[src/rtl/uart_tx_fifo.sv]
// Parametrised UART transmitter (5..8 data bits, optional parity, 1 or 2 stop bits)
// fed by a small power-of-two FIFO so frames go out back-to-back without caller polling.
module uart_tx_fifo #(
    parameter int CLK_HZ     = 50_000_000,
    parameter int BAUD       = 9600,
    parameter int DATA_BITS  = 8,
    parameter int PARITY     = 0,
    parameter int STOP_BITS  = 1,
    parameter int FIFO_DEPTH = 4
) (
    input  logic                 clk,
    input  logic                 rst,
    input  logic [DATA_BITS-1:0] txbyte,
    input  logic                 senddata,
    output logic                 ready,
    output logic                 txdone,
    output logic                 busy,
    output logic                 overflow,
    output logic                 tx
);

    localparam int BAUD_DIV = CLK_HZ / BAUD;
    localparam int CNT_W    = (BAUD_DIV > 2) ? $clog2(BAUD_DIV) : 1;
    localparam int PTR_W    = (FIFO_DEPTH > 2) ? $clog2(FIFO_DEPTH) : 1;
    localparam int LVL_W    = PTR_W + 1;

    if (BAUD_DIV < 2) begin : g_chk_div
        $error("uart_tx_fifo: CLK_HZ / BAUD must be at least 2");
    end
    if (DATA_BITS < 5 || DATA_BITS > 8) begin : g_chk_bits
        $error("uart_tx_fifo: DATA_BITS must be 5..8");
    end
    if (PARITY < 0 || PARITY > 2) begin : g_chk_par
        $error("uart_tx_fifo: PARITY must be 0, 1 or 2");
    end
    if (STOP_BITS < 1 || STOP_BITS > 2) begin : g_chk_stop
        $error("uart_tx_fifo: STOP_BITS must be 1 or 2");
    end
    if (FIFO_DEPTH < 2 || (FIFO_DEPTH & (FIFO_DEPTH - 1)) != 0) begin : g_chk_depth
        $error("uart_tx_fifo: FIFO_DEPTH must be a power of two >= 2");
    end

    typedef enum logic [2:0] {
        ST_IDLE   = 3'd0,
        ST_START  = 3'd1,
        ST_DATA   = 3'd2,
        ST_PARITY = 3'd3,
        ST_STOP   = 3'd4
    } state_t;

    // Odd parity is the inverse of the even (XOR) parity of the data bits.
    function automatic logic parity_bit(input logic [DATA_BITS-1:0] d);
        return (PARITY == 1) ? ~(^d) : (^d);
    endfunction

    logic [DATA_BITS-1:0] mem_r [FIFO_DEPTH];
    logic [PTR_W-1:0]     wr_ptr_r;
    logic [PTR_W-1:0]     rd_ptr_r;
    logic [LVL_W-1:0]     count_r;
    state_t               state_r;
    logic [CNT_W-1:0]     baud_cnt_r;
    logic [3:0]           bit_cnt_r;
    logic [DATA_BITS-1:0] shift_r;
    logic                 parity_r;
    logic                 tx_r;
    logic                 txdone_r;
    logic                 overflow_r;

    logic                 push_s;
    logic                 pop_s;
    logic                 fifo_nempty_s;
    logic                 bit_end_s;
    logic                 last_stop_s;
    logic [DATA_BITS-1:0] head_s;

    // Handshake, pop decision and status derived from registered state.
    always_comb begin
        fifo_nempty_s = (count_r != LVL_W'(0));
        ready         = (count_r != LVL_W'(FIFO_DEPTH));
        push_s        = senddata && ready;
        bit_end_s     = (baud_cnt_r == CNT_W'(BAUD_DIV - 1));
        last_stop_s   = (state_r == ST_STOP) && bit_end_s &&
                        (bit_cnt_r == 4'(STOP_BITS - 1));
        pop_s         = fifo_nempty_s && ((state_r == ST_IDLE) || last_stop_s);
        head_s        = mem_r[rd_ptr_r];
        busy          = (state_r != ST_IDLE) || fifo_nempty_s;
    end

    assign tx       = tx_r;
    assign txdone   = txdone_r;
    assign overflow = overflow_r;

    // FIFO storage; contents need no reset since count gates every read.
    always_ff @(posedge clk) begin
        if (push_s) begin
            mem_r[wr_ptr_r] <= txbyte;
        end
    end

    // FIFO pointers and fill level; simultaneous push and pop keep the level.
    always_ff @(posedge clk) begin
        if (rst) begin
            wr_ptr_r <= PTR_W'(0);
            rd_ptr_r <= PTR_W'(0);
            count_r  <= LVL_W'(0);
        end else begin
            if (push_s) begin
                wr_ptr_r <= wr_ptr_r + PTR_W'(1);
            end
            if (pop_s) begin
                rd_ptr_r <= rd_ptr_r + PTR_W'(1);
            end
            if (push_s && !pop_s) begin
                count_r <= count_r + LVL_W'(1);
            end else if (!push_s && pop_s) begin
                count_r <= count_r - LVL_W'(1);
            end else begin
                count_r <= count_r;
            end
        end
    end

    // Sticky overflow on a push attempt while full.
    always_ff @(posedge clk) begin
        if (rst) begin
            overflow_r <= 1'b0;
        end else if (senddata && !ready) begin
            overflow_r <= 1'b1;
        end
    end

    // Frame FSM: start, data LSB first, optional parity, stop; reloads from the FIFO
    // on the last stop edge so consecutive frames have no idle gap.
    always_ff @(posedge clk) begin
        if (rst) begin
            state_r    <= ST_IDLE;
            baud_cnt_r <= CNT_W'(0);
            bit_cnt_r  <= 4'd0;
            shift_r    <= '0;
            parity_r   <= 1'b0;
            tx_r       <= 1'b1;
            txdone_r   <= 1'b0;
        end else begin
            txdone_r   <= 1'b0;
            baud_cnt_r <= (state_r == ST_IDLE || bit_end_s) ? CNT_W'(0)
                                                           : baud_cnt_r + CNT_W'(1);
            case (state_r)
                ST_IDLE: begin
                    if (pop_s) begin
                        shift_r   <= head_s;
                        parity_r  <= parity_bit(head_s);
                        bit_cnt_r <= 4'd0;
                        tx_r      <= 1'b0;
                        state_r   <= ST_START;
                    end else begin
                        tx_r <= 1'b1;
                    end
                end
                ST_START: begin
                    if (bit_end_s) begin
                        tx_r      <= shift_r[0];
                        shift_r   <= {1'b0, shift_r[DATA_BITS-1:1]};
                        bit_cnt_r <= 4'd0;
                        state_r   <= ST_DATA;
                    end
                end
                ST_DATA: begin
                    if (bit_end_s) begin
                        if (bit_cnt_r == 4'(DATA_BITS - 1)) begin
                            bit_cnt_r <= 4'd0;
                            if (PARITY != 0) begin
                                tx_r    <= parity_r;
                                state_r <= ST_PARITY;
                            end else begin
                                tx_r    <= 1'b1;
                                state_r <= ST_STOP;
                            end
                        end else begin
                            tx_r      <= shift_r[0];
                            shift_r   <= {1'b0, shift_r[DATA_BITS-1:1]};
                            bit_cnt_r <= bit_cnt_r + 4'd1;
                        end
                    end
                end
                ST_PARITY: begin
                    if (bit_end_s) begin
                        tx_r      <= 1'b1;
                        bit_cnt_r <= 4'd0;
                        state_r   <= ST_STOP;
                    end
                end
                ST_STOP: begin
                    if (last_stop_s) begin
                        txdone_r  <= 1'b1;
                        bit_cnt_r <= 4'd0;
                        if (fifo_nempty_s) begin
                            shift_r  <= head_s;
                            parity_r <= parity_bit(head_s);
                            tx_r     <= 1'b0;
                            state_r  <= ST_START;
                        end else begin
                            tx_r    <= 1'b1;
                            state_r <= ST_IDLE;
                        end
                    end else if (bit_end_s) begin
                        bit_cnt_r <= bit_cnt_r + 4'd1;
                    end
                end
                default: begin
                    tx_r    <= 1'b1;
                    state_r <= ST_IDLE;
                end
            endcase
        end
    end

endmodule

[config.mk]
export PLATFORM = sky130hd
export DESIGN_NAME = uart_tx_fifo
export DESIGN_NICKNAME = d
export VERILOG_FILES = /design/src/rtl/uart_tx_fifo.sv
export SDC_FILE = /design/constraint.sdc
export NUM_CORES = 1
export LEC_CHECK = 0
export CORE_UTILIZATION = 60
export DETAILED_ROUTE_END_ITERATION = 8
export DONT_BUFFER_PORTS = 1
export GPL_ROUTABILITY_DRIVEN = 0
export PLACE_DENSITY = 0.76
export SLEW_MARGIN = 20
export SYNTH_ARGS = -nofsm -noshare
export SYNTH_HDL_FRONTEND = slang
export SYNTH_SLANG_ARGS = --single-unit
[constraint.sdc]
create_clock -name clk -period 3.64 [get_ports clk]
set_input_delay 0.728 -clock clk [delete_from_list [all_inputs] [get_ports clk]]
set_output_delay 0.728 -clock clk [all_outputs]
set_load 0.02 [all_outputs]
==> results.tsv, run 1 <==
stage	metric	value	unit
detailed_routing	Vias/cell	5.80	
finish	# fillers	421	
sta	WHS	0.438	ns
clock_network	Clock Latency Late Sink	0.35	ns
floorplan	I/O pins	16	
floorplan	Die X	75.5	um
synth	area leader, netlist	edfxtp_1	
min_path	Min-Delay Endpoint	bit_cnt_r[0]$_SDFFE_PP0P_	
finish	layout cell share with drive strength beyond 1	11.8	%
critical_path	FF-to-FF Start	baud_cnt_r[0]$_SDFF_PP0_	
power_and_ir_drop	switch share	30.2	%
power_and_ir_drop	Leak	0.00118	uW
grt	Total GRT Usage	21.1	%
critical_path	Top delay family on crit path	simple AND/OR/NAND/NOR gates	
critical_path	CP Buf/Inv Count	3	
clock_network	Worst-path clk slew	0.07	ns
grt	initial antenna violation count	0	
power_and_ir_drop	Sequential Power Share	46.4	%
detailed_routing	drt wl/cell	15.1	um
finish	diodes inserted	0	
clock_network	Root Buffer	clkbuf_8	
clock_network	cts hold-fix bufs	0	
synth	warnings from Yosys	0	
placed_design	hpwl dp	3550	um
grt	largest net degree at the start of global routing	25	
clock_network	clock sinks	72	
synth	register bit count reported by yosys	72	
synth	async set-reset flop share out of synthesis	0	%
synth	ys flop type	dfxtp_1	
power_and_ir_drop	combinational power share	24.4	%
floorplan	Initial Util	63.0	%
grt	global-route wire length before repair	8510	um
sta	max_slew headroom	64.0	%
critical_path	reg2reg path depth	12	
power_and_ir_drop	Switch Pwr	710	uW
critical_path	most frequent cell on the critical path	ha_1	
finish	area of the multi-input gates	0.00137	sq mm
finish	most frequent cells in the layout	40 x dfxtp_1, 32 x edfxtp_1, 31 x nor2_1, 12 x nand2_1, 12 x a21oi_1	
critical_path	required time of the critical path	3.93	ns
status	status	finished clean	
critical_path	startpoint types	register	
clock_network	Post CTS Setup Buffer Count	0	
floorplan	Rows	26	
critical_path	Reg-to-Reg End	count_r[2]$_SDFFE_PP0P_	
critical_path	Critical Path AT	3.14	ns
synth	Yosys cell types	54	
floorplan	die area	0.00569	sq mm
flow_run	MaxCap Viol Count	0	
clock_network	CTS buffer count	9	
clock_network	CTS max path bufs	2	
critical_path	Setup CP Type	register to register	
synth	Gate Count Post-Synth	277	
synth	share of Yosys cell area claimed by the top area cell type	29.7	%
clock_network	CTS H-Tree Depth	3	
detailed_routing	initial drt markers	101	
critical_path	crit end category	register	
min_path	worst hold stages	1	
synth	Syn Nets	297	
finish	Seq. cell area	0.00176	sq mm
detailed_routing	via count	2025	
floorplan	core box area	0.00514	sq mm
finish	Final #Nets	294	
sta	Final Hold Viols	0	
finish	commonest non-fill, non-tap cell in the layout	dfxtp_1	
synth	Post-synth EDFFs	32	
detailed_routing	WL final	5280	um
critical_path	critical path cell sequence	ha_1 -> nand4b_1 -> nor4_4 -> o21a_1 -> buf_4 -> inv_2 -> ha_1 -> inv_1 -> fa_1 -> xor2_1 -> or3_1 -> a21oi_1	
power_and_ir_drop	Pwr per Cell Area	674	mW/mm^2
critical_path	critical path fanouts, max	20	
synth	synthesized cell area	0.00324	sq mm
clock_network	post_cts resized	0	
min_path	HP Start	rst	
critical_path	FF-to-FF setup slack	0.79	ns
synth	sequential share of the synthesized area	54.4	%
sta	Fmax	350	MHz
grt	total global routing overflow	0	
power_and_ir_drop	Clock Power Share	29.2	%
sta	final worst-path cycle share	78.4	%
power_and_ir_drop	Internal	1640	uW
sta	unrepaired setup endpoints after global routing	no	
sta	worst-margin pin slew	0.540	ns
synth	Syn Area/Cell	11.7	sq um
critical_path	CP peak stage delay	0.47	ns
detailed_routing	Final ANT Viol Nets	0	
sta	Setup Viol. Count Final	0	
grt	vias in the first global route	1934	
power_and_ir_drop	Peak supply drop	451	uV
detailed_routing	DR DRC count	0	
detailed_routing	drt pass-1 iters	4	
sta	Slew Viols, Final	0	
sta	min Tclk post-route	2.85	ns
placed_design	number of buffers added on ports	0	
critical_path	crit path max-delay cell type	nor4_4	
min_path	worst min-delay path class	primary input to register	
floorplan	die height	75.5	um
synth	top post-synthesis cells by area	edfxtp_1 30%, dfxtp_1 25%, mux4_2 5.6%, nor2_1 3.6%, ha_1 3.1%	
sta	setup_tns	0	ns
finish	area grow syn2layout	7.61	%
sta	Setup Skew	0.00415	ns
clock_network	TritonCTS clock tree	done	
power_and_ir_drop	Overall Power	2350	uW
-- worst max path at each step --
stage	start	to	slack (ns)	cells after the start
2_1_floorplan	baud_cnt_r[9]$_SDFF_PP0_	count_r[2]$_SDFFE_PP0P_	0.97	12
3_3_place_gp	baud_cnt_r[0]$_SDFF_PP0_	count_r[2]$_SDFFE_PP0P_	0.89	12
3_5_place_dp	baud_cnt_r[0]$_SDFF_PP0_	count_r[2]$_SDFFE_PP0P_	0.80	12
4_1_cts	baud_cnt_r[0]$_SDFF_PP0_	count_r[2]$_SDFFE_PP0P_	0.77	12
5_1_grt	baud_cnt_r[0]$_SDFF_PP0_	count_r[2]$_SDFFE_PP0P_	0.56	12
6_report	baud_cnt_r[0]$_SDFF_PP0_	count_r[2]$_SDFFE_PP0P_	0.79	12
-- cell usage after synthesis, drive strengths merged (4+ instances only) --
cell type / number
edfxtp: 32
buf: 7
mux2i: 9
or3: 6
ha: 8
mux4: 8
dfxtp: 40
nand2: 12
o311a: 7
clkbuf: 8
inv: 10
nand3: 4
a21oi: 13
xnor2: 7
nor3: 7
nor2: 32
xor2: 8
and3: 7
o21ai: 13
-- per-layer routing --
| layer | wire [um] | vias to the layer above | GRT usage [%] |
|---|---|---|---|
| met1 | 2380 | 975 | 23.7 |
| met5 | 0 | - | 0 |
| met3 | 225 | 6 | 9.13 |
| met4 | 53 | 0 | 8.02 |
| li1 | - | 1017 | - |
| met2 | 2610 | 27 | 35.6 |
-- power groups by stage --
stage	clock network, uW	logic [uW]	registers [uW]
after floorplan	0	521	1050
after global routing	734	635	1110
final	686	573	1090
after CTS	706	579	1090
after detailed placement	0	572	1110
after global placement	0	555	1100
-- registers in the layout, indices dropped and copies added, names as in the netlist, 2 cells and up, named ones only --
signal and flops:
rd_ptr_r 2, shift_r 8, state_r 3, bit_cnt_r 4, count_r 3, mem_r 32, wr_ptr_r 2, baud_cnt_r 13
-- layout make-up --
class                   count  area share [%]
clock buffers              10            3.66
well taps                  70            2.51
clock inverters             6            2.66
multi-input cells         180            39.3
inverters                  10            1.08
flip-flops and latches     72            50.6
repair buffers              1           0.216
-- kinds of logic (layout without fill, tap and decap cells) --
family | count (synthesis) | after routing | synth area share, %
simple gates | 90 | 90 | 15.3
xor+xnor | 15 | 15 | 4.06
compound gates | 49 | 49 | 10.8
fa+ha+maj | 9 | 9 | 3.71
mux | 17 | 17 | 8.35
buf+inv | 25 | 27 | 3.29
flops | 72 | 72 | 54.4
-- stage by stage --
stage | setup WS (ns) | instance area, sq um | std cells | util, %
after global routing | 0.565 | 3480 | 349 | 67.8
after detailed placement | 0.804 | 3260 | 333 | 63.5
after CTS | 0.769 | 3480 | 349 | 67.8
after floorplan | 0.969 | 3240 | 277 | -
after global placement | 0.893 | 3260 | 333 | 63.5
final | 0.786 | 3480 | 349 | 67.8
(Power assumes the default switching activity.)
==> run 2: changes to the inputs <==
- clock period: 3.64 -> 2.75 ns (I/O delays scaled with it)
==> run 2 against run 1 <==
Sequential power up 31%; power up 26%; hold slack worse by 0.17 ns; largest cell class unchanged; design area down 0.14%; highest routed layer unchanged; register-to-register slack worse by 0.58 ns; utilization down 0.097 points.
==> results.tsv, run 2 (same netlist as run 1, synthesis figures left out) <==
stage	metric	value	unit
status	status	finished clean	
grt	largest net degree at the start of global routing	25	
clock_network	post_cts resized	0	
power_and_ir_drop	Sequential Power Share	48.5	%
grt	initial antenna violation count	0	
power_and_ir_drop	Clock Power Share	24.4	%
sta	worst-margin pin slew	0.547	ns
finish	Top reg by flops	mem_r	
power_and_ir_drop	Peak supply drop	651	uV
finish	layout cell share with drive strength beyond 1	13.7	%
sta	Final Hold Viols	0	
finish	diodes inserted	0	
placed_design	placed cells	339	
finish	final instance area	0.00348	sq mm
power_and_ir_drop	combinational power share	27.1	%
floorplan	die height	75.5	um
clock_network	CTS max path bufs	2	
floorplan	I/O pins	16	
power_and_ir_drop	Switch Pwr	950	uW
finish	most frequent cells in the layout	40 x dfxtp_1, 32 x edfxtp_1, 31 x nor2_1, 12 x nand2_1, 12 x a21oi_1	
detailed_routing	DR DRC count	0	
sta	Fmax	394	MHz
detailed_routing	Final ANT Viol Nets	0	
clock_network	Root Buffer	clkbuf_8	
detailed_routing	Highest Signal Layer	met4	
sta	max_slew headroom	63.5	%
placed_design	hpwl dp	3590	um
placed_design	Place WS	0.251	ns
power_and_ir_drop	Leak	0.00119	uW
floorplan	Die X	75.5	um
placed_design	number of buffers added on ports	0	
floorplan	Initial Util	63.0	%
power_and_ir_drop	switch share	32.2	%
floorplan	Rows	26	
detailed_routing	drt wl/cell	15.0	um
detailed_routing	via count	2065	
power_and_ir_drop	Overall Power	2950	uW
sta	min Tclk post-route	2.54	ns
critical_path	critical path cell sequence	or4b_4 -> nor4_4 -> o21a_1 -> inv_2 -> ha_1 -> inv_1 -> fa_1 -> xor2_1 -> or3_1 -> a21oi_1	
detailed_routing	metal2 WL	2550	um
floorplan	core box area	0.00514	sq mm
sta	setup ws final	0.210	ns
detailed_routing	wire length on met1	2530	um
floorplan	die area	0.00569	sq mm
power_and_ir_drop	Internal	2000	uW
critical_path	Top delay family on crit path	simple AND/OR/NAND/NOR gates	
critical_path	required time of the critical path	3.02	ns
clock_network	CTS H-Tree Depth	3	
critical_path	crit path max-delay cell type	or4b_4	
clock_network	cts hold-fix bufs	0	
sta	final worst-path cycle share	92.4	%
finish	# fillers	410	
sta	Slew Viols, Final	0	
critical_path	startpoint types	register	
detailed_routing	WL final	5330	um
clock_network	clock sinks	72	
min_path	worst min-delay path class	primary input to register	
sta	unrepaired setup endpoints after global routing	no	
finish	area grow syn2layout	7.46	%
critical_path	Critical Path AT	2.81	ns
critical_path	crit end category	register	
grt	global-route wire length before repair	8520	um
placed_design	dpl cell area	0.00331	sq mm
sta	setup_tns	0	ns
detailed_routing	initial drt markers	138	
critical_path	CP peak stage delay	0.55	ns
detailed_routing	wire length on met3	186	um
clock_network	CTS buffer count	9	
sta	Setup Skew	0.00775	ns
finish	commonest non-fill, non-tap cell in the layout	dfxtp_1	
critical_path	critical path fanouts, max	7	
finish	Finished Layout Cells	355	
clock_network	TritonCTS clock tree	done	
finish	max reg flops	32	
critical_path	CP Buf/Inv Count	2	
clock_network	Clock Latency Late Sink	0.35	ns
detailed_routing	Vias/cell	5.82	
power_and_ir_drop	Pwr per Cell Area	848	mW/mm^2
clock_network	Worst-path clk slew	0.08	ns
detailed_routing	drt pass-1 iters	4	
flow_run	MaxCap Viol Count	0	
clock_network	Post CTS Setup Buffer Count	0	
sta	Setup Viol. Count Final	0	
finish	biggest regs	mem_r (32), baud_cnt_r (13), shift_r (8)	
grt	Total GRT Usage	21.1	%
finish	Final #Nets	300	
critical_path	Setup CP Type	register to register	
grt	total global routing overflow	0	
grt	vias in the first global route	1885	
## run 2: layout make-up
cell class	instances	area [sq um]	area share (%)
Clock buffer	9	124	3.56
Clock inverter	7	46.3	1.33
Inverter	10	37.5	1.08
Multi-Input combinational cell	180	1370	39.4
Sequential cell	72	1760	50.6
Tap cell	70	87.6	2.52
Timing Repair Buffer	7	52.6	1.51
## run 2: final timing paths
check                                 start                         to  slack, ns  depth (start not counted)
setup / recovery  baud_cnt_r[10]$_SDFF_PP0_    count_r[2]$_SDFFE_PP0P_       0.21                         10
hold / removal                          rst  bit_cnt_r[1]$_SDFFE_PP0P_       0.26                          1
setup reg to reg  baud_cnt_r[10]$_SDFF_PP0_    count_r[2]$_SDFFE_PP0P_       0.21                         10
hold reg to reg    baud_cnt_r[0]$_SDFF_PP0_   baud_cnt_r[0]$_SDFF_PP0_       0.46                          1
## run 2: power by group through the flow
stage | clock network (uW) | logic [uW] | registers [uW]
2_1_floorplan | 0 | 690 | 1390
3_3_place_gp | 0 | 775 | 1450
3_5_place_dp | 0 | 800 | 1450
4_1_cts | 735 | 804 | 1430
5_1_grt | 786 | 888 | 1460
6_report | 719 | 800 | 1430
## run 2: through the flow
stage | hold slack (ns) | util (%)
floorplan | 0.418 | -
global placement | 0.431 | 64.4
detailed placement | 0.440 | 64.4
CTS | 0.252 | 67.7
global route | 0.240 | 67.7
finish | 0.264 | 67.7
## run 2: layer usage
metal | vias up | GRT usage [%]
met5 | - | 0
met4 | 0 | 8.44
met3 | 8 | 7.41
met2 | 37 | 33.3
met1 | 987 | 26.8
li1 | 1033 | -
